## config.mk

```make
export PLATFORM = sky130hd
export DESIGN_NAME = multicycle_control_flat
export DESIGN_NICKNAME = d
export VERILOG_FILES = /design/src/rtl/multicycle_control_if.sv /design/src/rtl/multicycle_control.sv /design/src/flat_wrapper.sv
export SDC_FILE = /design/constraint.sdc
export NUM_CORES = 1
export LEC_CHECK = 0
export CAP_MARGIN = 20
export CORE_MARGIN = 2
export CORE_UTILIZATION = 30
export CTS_CLUSTER_DIAMETER = 200
export DETAILED_ROUTE_END_ITERATION = 10
export HOLD_SLACK_MARGIN = 0.1
export PLACE_DENSITY = 0.65
export SYNTH_ARGS = -nofsm -noshare
export SYNTH_HDL_FRONTEND = slang
export SYNTH_SLANG_ARGS = --single-unit
```

## constraint.sdc

```tcl
create_clock -name clk -period 2.6 [get_ports clk]
set_input_delay 0.39 -clock clk [delete_from_list [all_inputs] [get_ports clk]]
set_output_delay 0.39 -clock clk [all_outputs]
set_load 0.03 [all_outputs]
```

## src/rtl/multicycle_control_if.sv

```systemverilog
// Control bus between the multicycle control FSM and the datapath.
//   opcode    : instr[31:26] from the instruction register
//   mem_ready : memory access completes this cycle
//   pcwrite, branch, iord, memwrite, irwrite, regdst, memtoreg, regwrite, alusrca : datapath strobes
//   alusrcb   : 00 reg B, 01 const 4, 10 sign-ext imm, 11 imm<<2
//   pcsrc     : 00 ALU result, 01 ALUOut, 10 jump target
//   aluop     : 00 add, 01 sub, 10 immediate class, 11 R-type
//   state     : current state code
//   illegal   : one-cycle pulse on an unsupported opcode
// master = control FSM, slave = datapath side.
interface multicycle_control_if;
  logic [5:0] opcode;
  logic       mem_ready;
  logic       pcwrite;
  logic       branch;
  logic       iord;
  logic       memwrite;
  logic       irwrite;
  logic       regdst;
  logic       memtoreg;
  logic       regwrite;
  logic       alusrca;
  logic [1:0] alusrcb;
  logic [1:0] pcsrc;
  logic [1:0] aluop;
  logic [3:0] state;
  logic       illegal;

  modport master (
    input  opcode, mem_ready,
    output pcwrite, branch, iord, memwrite, irwrite, regdst, memtoreg, regwrite, alusrca,
    output alusrcb, pcsrc, aluop, state, illegal
  );

  modport slave (
    output opcode, mem_ready,
    input  pcwrite, branch, iord, memwrite, irwrite, regdst, memtoreg, regwrite, alusrca,
    input  alusrcb, pcsrc, aluop, state, illegal
  );
endinterface

```

## src/rtl/multicycle_control.sv

```systemverilog
// Moore control FSM for a multicycle MIPS-style datapath.
//   clk   : rising-edge clock
//   rst_n : synchronous active-low reset
//   bus   : control bus (master side), see multicycle_control_if
// Outputs decode from the registered state; only irwrite/pcwrite in fetch also
// depend on mem_ready. While rst_n is low the strobes are forced off and the
// remaining controls show their fetch values.
module multicycle_control (
  input logic                  clk,
  input logic                  rst_n,
  multicycle_control_if.master bus
);

  typedef enum logic [3:0] {
    StFetch  = 4'd0,
    StDecode = 4'd1,
    StMemAdr = 4'd2,
    StMemRd  = 4'd3,
    StMemWb  = 4'd4,
    StMemWr  = 4'd5,
    StRtEx   = 4'd6,
    StAluWb  = 4'd7,
    StBeqEx  = 4'd8,
    StImmEx  = 4'd9,
    StImmWb  = 4'd10,
    StJump   = 4'd11
  } state_e;

  localparam logic [5:0] OpRtype = 6'b000000;
  localparam logic [5:0] OpJ     = 6'b000010;
  localparam logic [5:0] OpBeq   = 6'b000100;
  localparam logic [5:0] OpAddi  = 6'b001000;
  localparam logic [5:0] OpSlti  = 6'b001010;
  localparam logic [5:0] OpAndi  = 6'b001100;
  localparam logic [5:0] OpOri   = 6'b001101;
  localparam logic [5:0] OpLw    = 6'b100011;
  localparam logic [5:0] OpSw    = 6'b101011;

  state_e state_q, state_d;
  logic   bad_opcode;

  always_ff @(posedge clk) begin
    if (!rst_n) state_q <= StFetch;
    else        state_q <= state_d;
  end

  // Next state; opcode is only looked at in decode and memadr.
  always_comb begin
    state_d    = StFetch;
    bad_opcode = 1'b0;
    case (state_q)
      StFetch:  state_d = bus.mem_ready ? StDecode : StFetch;
      StDecode: begin
        case (bus.opcode)
          OpLw, OpSw:                    state_d = StMemAdr;
          OpRtype:                       state_d = StRtEx;
          OpBeq:                         state_d = StBeqEx;
          OpAddi, OpAndi, OpOri, OpSlti: state_d = StImmEx;
          OpJ:                           state_d = StJump;
          default: begin
            state_d    = StFetch;
            bad_opcode = 1'b1;
          end
        endcase
      end
      StMemAdr: state_d = (bus.opcode == OpLw) ? StMemRd : StMemWr;
      StMemRd:  state_d = bus.mem_ready ? StMemWb : StMemRd;
      StMemWb:  state_d = StFetch;
      StMemWr:  state_d = bus.mem_ready ? StFetch : StMemWr;
      StRtEx:   state_d = StAluWb;
      StAluWb:  state_d = StFetch;
      StBeqEx:  state_d = StFetch;
      StImmEx:  state_d = StImmWb;
      StImmWb:  state_d = StFetch;
      StJump:   state_d = StFetch;
      default:  state_d = StFetch; // unused codes 12-15 recover to fetch
    endcase
  end

  assign bus.state = state_q;

  always_comb begin
    bus.pcwrite  = 1'b0;
    bus.branch   = 1'b0;
    bus.iord     = 1'b0;
    bus.memwrite = 1'b0;
    bus.irwrite  = 1'b0;
    bus.regdst   = 1'b0;
    bus.memtoreg = 1'b0;
    bus.regwrite = 1'b0;
    bus.alusrca  = 1'b0;
    bus.alusrcb  = 2'b00;
    bus.pcsrc    = 2'b00;
    bus.aluop    = 2'b00;
    bus.illegal  = 1'b0;
    if (!rst_n) begin
      // Reset held: strobes off, everything else as in fetch.
      bus.alusrcb = 2'b01;
    end else begin
      case (state_q)
        StFetch: begin
          bus.alusrcb = 2'b01;
          bus.irwrite = bus.mem_ready;
          bus.pcwrite = bus.mem_ready;
        end
        StDecode: begin
          bus.alusrcb = 2'b11;
          bus.illegal = bad_opcode;
        end
        StMemAdr: begin
          bus.alusrca = 1'b1;
          bus.alusrcb = 2'b10;
        end
        StMemRd: bus.iord = 1'b1;
        StMemWb: begin
          bus.memtoreg = 1'b1;
          bus.regwrite = 1'b1;
        end
        StMemWr: begin
          bus.iord     = 1'b1;
          bus.memwrite = 1'b1;
        end
        StRtEx: begin
          bus.alusrca = 1'b1;
          bus.aluop   = 2'b11;
        end
        StAluWb: begin
          bus.regdst   = 1'b1;
          bus.regwrite = 1'b1;
        end
        StBeqEx: begin
          bus.alusrca = 1'b1;
          bus.aluop   = 2'b01;
          bus.pcsrc   = 2'b01;
          bus.branch  = 1'b1;
        end
        StImmEx: begin
          bus.alusrca = 1'b1;
          bus.alusrcb = 2'b10;
          bus.aluop   = 2'b10;
        end
        StImmWb: bus.regwrite = 1'b1;
        StJump: begin
          bus.pcsrc   = 2'b10;
          bus.pcwrite = 1'b1;
        end
        default: ;
      endcase
    end
  end

endmodule

```

## src/flat_wrapper.sv

```systemverilog
// flat-port wrapper written by rule: the top's interface ports become plain ports
module multicycle_control_flat 
  (clk, rst_n, bus_opcode, bus_mem_ready, bus_pcwrite, bus_branch, bus_iord, bus_memwrite, bus_irwrite, bus_regdst, bus_memtoreg, bus_regwrite, bus_alusrca, bus_alusrcb, bus_pcsrc, bus_aluop, bus_state, bus_illegal);
  multicycle_control_if bus_i ();
  input logic clk;
  input logic rst_n;
  input wire logic [$bits(bus_i.opcode)-1:0] bus_opcode;
  input wire logic [$bits(bus_i.mem_ready)-1:0] bus_mem_ready;
  output wire logic [$bits(bus_i.pcwrite)-1:0] bus_pcwrite;
  output wire logic [$bits(bus_i.branch)-1:0] bus_branch;
  output wire logic [$bits(bus_i.iord)-1:0] bus_iord;
  output wire logic [$bits(bus_i.memwrite)-1:0] bus_memwrite;
  output wire logic [$bits(bus_i.irwrite)-1:0] bus_irwrite;
  output wire logic [$bits(bus_i.regdst)-1:0] bus_regdst;
  output wire logic [$bits(bus_i.memtoreg)-1:0] bus_memtoreg;
  output wire logic [$bits(bus_i.regwrite)-1:0] bus_regwrite;
  output wire logic [$bits(bus_i.alusrca)-1:0] bus_alusrca;
  output wire logic [$bits(bus_i.alusrcb)-1:0] bus_alusrcb;
  output wire logic [$bits(bus_i.pcsrc)-1:0] bus_pcsrc;
  output wire logic [$bits(bus_i.aluop)-1:0] bus_aluop;
  output wire logic [$bits(bus_i.state)-1:0] bus_state;
  output wire logic [$bits(bus_i.illegal)-1:0] bus_illegal;
  assign bus_i.opcode = bus_opcode;
  assign bus_i.mem_ready = bus_mem_ready;
  assign bus_pcwrite = bus_i.pcwrite;
  assign bus_branch = bus_i.branch;
  assign bus_iord = bus_i.iord;
  assign bus_memwrite = bus_i.memwrite;
  assign bus_irwrite = bus_i.irwrite;
  assign bus_regdst = bus_i.regdst;
  assign bus_memtoreg = bus_i.memtoreg;
  assign bus_regwrite = bus_i.regwrite;
  assign bus_alusrca = bus_i.alusrca;
  assign bus_alusrcb = bus_i.alusrcb;
  assign bus_pcsrc = bus_i.pcsrc;
  assign bus_aluop = bus_i.aluop;
  assign bus_state = bus_i.state;
  assign bus_illegal = bus_i.illegal;
  multicycle_control u_core (.clk(clk), .rst_n(rst_n), .bus(bus_i));
endmodule
```

==> results of run 1 <==
==> layout by cell type, fill, tap and decap left out, types with 3 or more instances in the layout <==
cell type	count
nor2_1	13
nor2b_1	3
dfxtp_1	3
nor3_1	4
nand2_1	5
clkdlybuf4s50_1	27
clkbuf_4	3
nand2b_1	6
a31oi_1	3
buf_4	7
a21oi_1	6
==> path summary, 6_finish.rpt <==
check | slack, ns | startpoint | to | cells after the start
max | 0.08 | rst_n | bus_pcwrite | 5
min | 0.69 | u_core.bus.state[3]$_SDFF_PN0_ | u_core.bus.state[1]$_SDFF_PN0_ | 2
max reg2reg | 1.21 | u_core.bus.state[0]$_SDFF_PN0_ | u_core.bus.state[1]$_SDFF_PN0_ | 4
min reg2reg | 0.69 | u_core.bus.state[3]$_SDFF_PN0_ | u_core.bus.state[1]$_SDFF_PN0_ | 2
==> cell usage after synthesis (all sizes together) (2+ instances only) <==
cell type | instances | area (um2)
nor2b | 3 | 18.8
a31oi | 3 | 18.8
nand3 | 3 | 20.0
mux2 | 2 | 22.5
clkbuf | 5 | 18.8
nand2 | 5 | 18.8
dfxtp | 4 | 80.1
o21a | 2 | 15.0
a21oi | 6 | 30.0
or4 | 2 | 15.0
o22ai | 2 | 12.5
o31ai | 2 | 15.0
nor3 | 5 | 25.0
o21ai | 3 | 15.0
nor2 | 13 | 48.8
nand2b | 6 | 37.5
nor4 | 2 | 12.5
==> worst min-delay path, stage by stage (launching register included) <==
cell,delay [ns]
dfxtp_2,0.42
or4_1,0.14
a31oi_1,0.07
==> report_power, final <==
part           switching, mW  total (mW)  internal [mW]
logic                 0.0430      0.0815         0.0384
registers            0.00160      0.0650         0.0634
clock network         0.0221      0.0735         0.0514
==> routing by layer <==
layer	vias to the layer above	share of wire (%)
met1	335	43
met2	27	51
met4	0	0
met5	-	0
met3	0	5.5
li1	379	-
==> final cells by class <==
type | instances | area, um2 | share of cell area [%]
multi-input cells | 73 | 442 | 48.2
repair buffers | 35 | 335 | 36.6
flip-flops and latches | 4 | 81.3 | 8.88
well taps | 25 | 31.3 | 3.42
clock buffers | 3 | 22.5 | 2.46
inverters | 1 | 3.75 | 0.410
==> cell families (layout without fill, tap and decap cells) <==
family	after synthesis	count (layout)	synth area share, %
flip-flops	4	4	14.6
buffers and inverters	7	39	5.49
multiplexers	3	3	5.95
AO/OA/AOI/OAI	24	24	28.8
AND/OR/NAND/NOR	46	46	45.1
==> flow_summary.json, run 1 <==
{
  "port_buffers": 28,
  "clock.fmax_mhz": 398,
  "slew_headroom_pct": 76.7,
  "dp_hpwl_mm": 1.31,
  "clock_latency_ns": 0.23,
  "dr.pass1.iters": 4,
  "grt_start_max_net_pins": 17,
  "cts.sinks": 4,
  "finalHoldViolCount": 0,
  "wl_mm": 1.69,
  "drc": 0,
  "dp_slack_ns": 0.101,
  "cp_max_fo": 9,
  "skew_ns": 0.00498,
  "finalNonFillerCells": 141,
  "drive_gt1_share_pct": 12.9,
  "clk_pin_slew_worst_paths_ns": 0.04,
  "cts_resized": 0,
  "holdBufCountCts": 0,
  "worst_slack_ns": 0.0850,
  "cts_tree": "done",
  "whs_ns": 0.691,
  "cts_root_buf": "clkbuf_4",
  "row_count": 15,
  "coreArea_um2": 1730,
  "gr-max-usage-layer": "met2",
  "outcome": "completed",
  "cp.required_ns": 2.21,
  "grtUsageMet1_pct": 20.8,
  "drtAntennaViolNets": 0,
  "worstSetupStartpointType": "input port",
  "crit_top_cell": "clkdlybuf4s50_1",
  "syn_area_um2": 547,
  "yosys_warnings": 0,
  "cp_num_buf_inv": 2,
  "finalMaxSlewViolations": 0,
  "path_cells": "clkdlybuf4s50_1 > nand3_1 > nor2_1 > or2_1 > clkdlybuf4s50_1",
  "yosysUniqueCellTypes": 35,
  "viasPerCell": 5.26,
  "fill_cells": 192,
  "synth_edf_count": 0,
  "ys_ff_latch": 4,
  "rsz0062_at_grt": "no",
  "gp_congestion": 0.765,
  "die_w_um": 46.7,
  "grt_usage_pct": 16.7,
  "yosysSeqAreaShare_pct": 14.6,
  "postPlaceCellArea_um2": 885,
  "antenna_found_initial": 0,
  "via_count": 741,
  "setup_tns_ns": 0,
  "grt-ovfl-total": 0,
  "clk_path_buf_depth": 2,
  "avgSynthCellArea_um2": 6.51,
  "syn_nets": 93,
  "synth_ff_type": "dfxtp_1",
  "htree_levels": 1,
  "peakVddDrop_mv": 0.171,
  "hp-class": "reg2reg",
  "final_util_pct": 53.0,
  "tightestPinTransition_ns": 0.348,
  "async_flop_share_pct": 0,
  "dieArea_um2": 2180,
  "die_y_um": 46.7,
  "area_delta_synth_final_pct": 67.5,
  "critPathCaptureType": "primary output",
  "syn_inst": 84,
  "use_met2_pct": 29.7,
  "place_inst": 138,
  "critical-path-slowest-cell": "clkdlybuf4s50_1",
  "start_util_pct": 31.7,
  "fin_crit_ns": 2.52,
  "slowest_delay_ns": 0.67,
  "wl_per_cell_um": 12.0,
  "cap_violations": 0,
  "gr-usage-met3_pct": 4.31,
  "path_delay_family": "buffers and inverters",
  "p_per_area_nw_per_um2": 240,
  "grt_pass1_wl_mm": 2.68,
  "grt_pass1_vias": 639,
  "largest_reg_flops": 4,
  "first_iter_violations": 14,
  "critPathKind": "in2out",
  "diodes": 0,
  "numCtsBuffers": 3,
  "cellLeakagePower_nw": 0.347,
  "cts_setup_buffers": 0,
  "ios": 29,
  "setup_viol": 0,
  "period_share_pct": 96.7,
  "fin_nets": 127,
  "critPathArrivalTime_ns": 2.13,
  "p_total_mw": 0.220,
  "layout.cell_area.non_filler_um2": 916
}
Note: power is estimated with default switching activity, not from simulation.
==> inputs of run 2 (changes only) <==
Settings changed: CTS_CLUSTER_DIAMETER 200 to 30.
==> results of run 2 <==
No change in the layout: final DEF, timing and power equal those of run 1.
==> inputs of run 3 (changes only) <==
Settings changed: SLEW_MARGIN from default to 15.
==> results of run 3 <==
No change in the layout: final DEF, timing and power equal those of run 1.
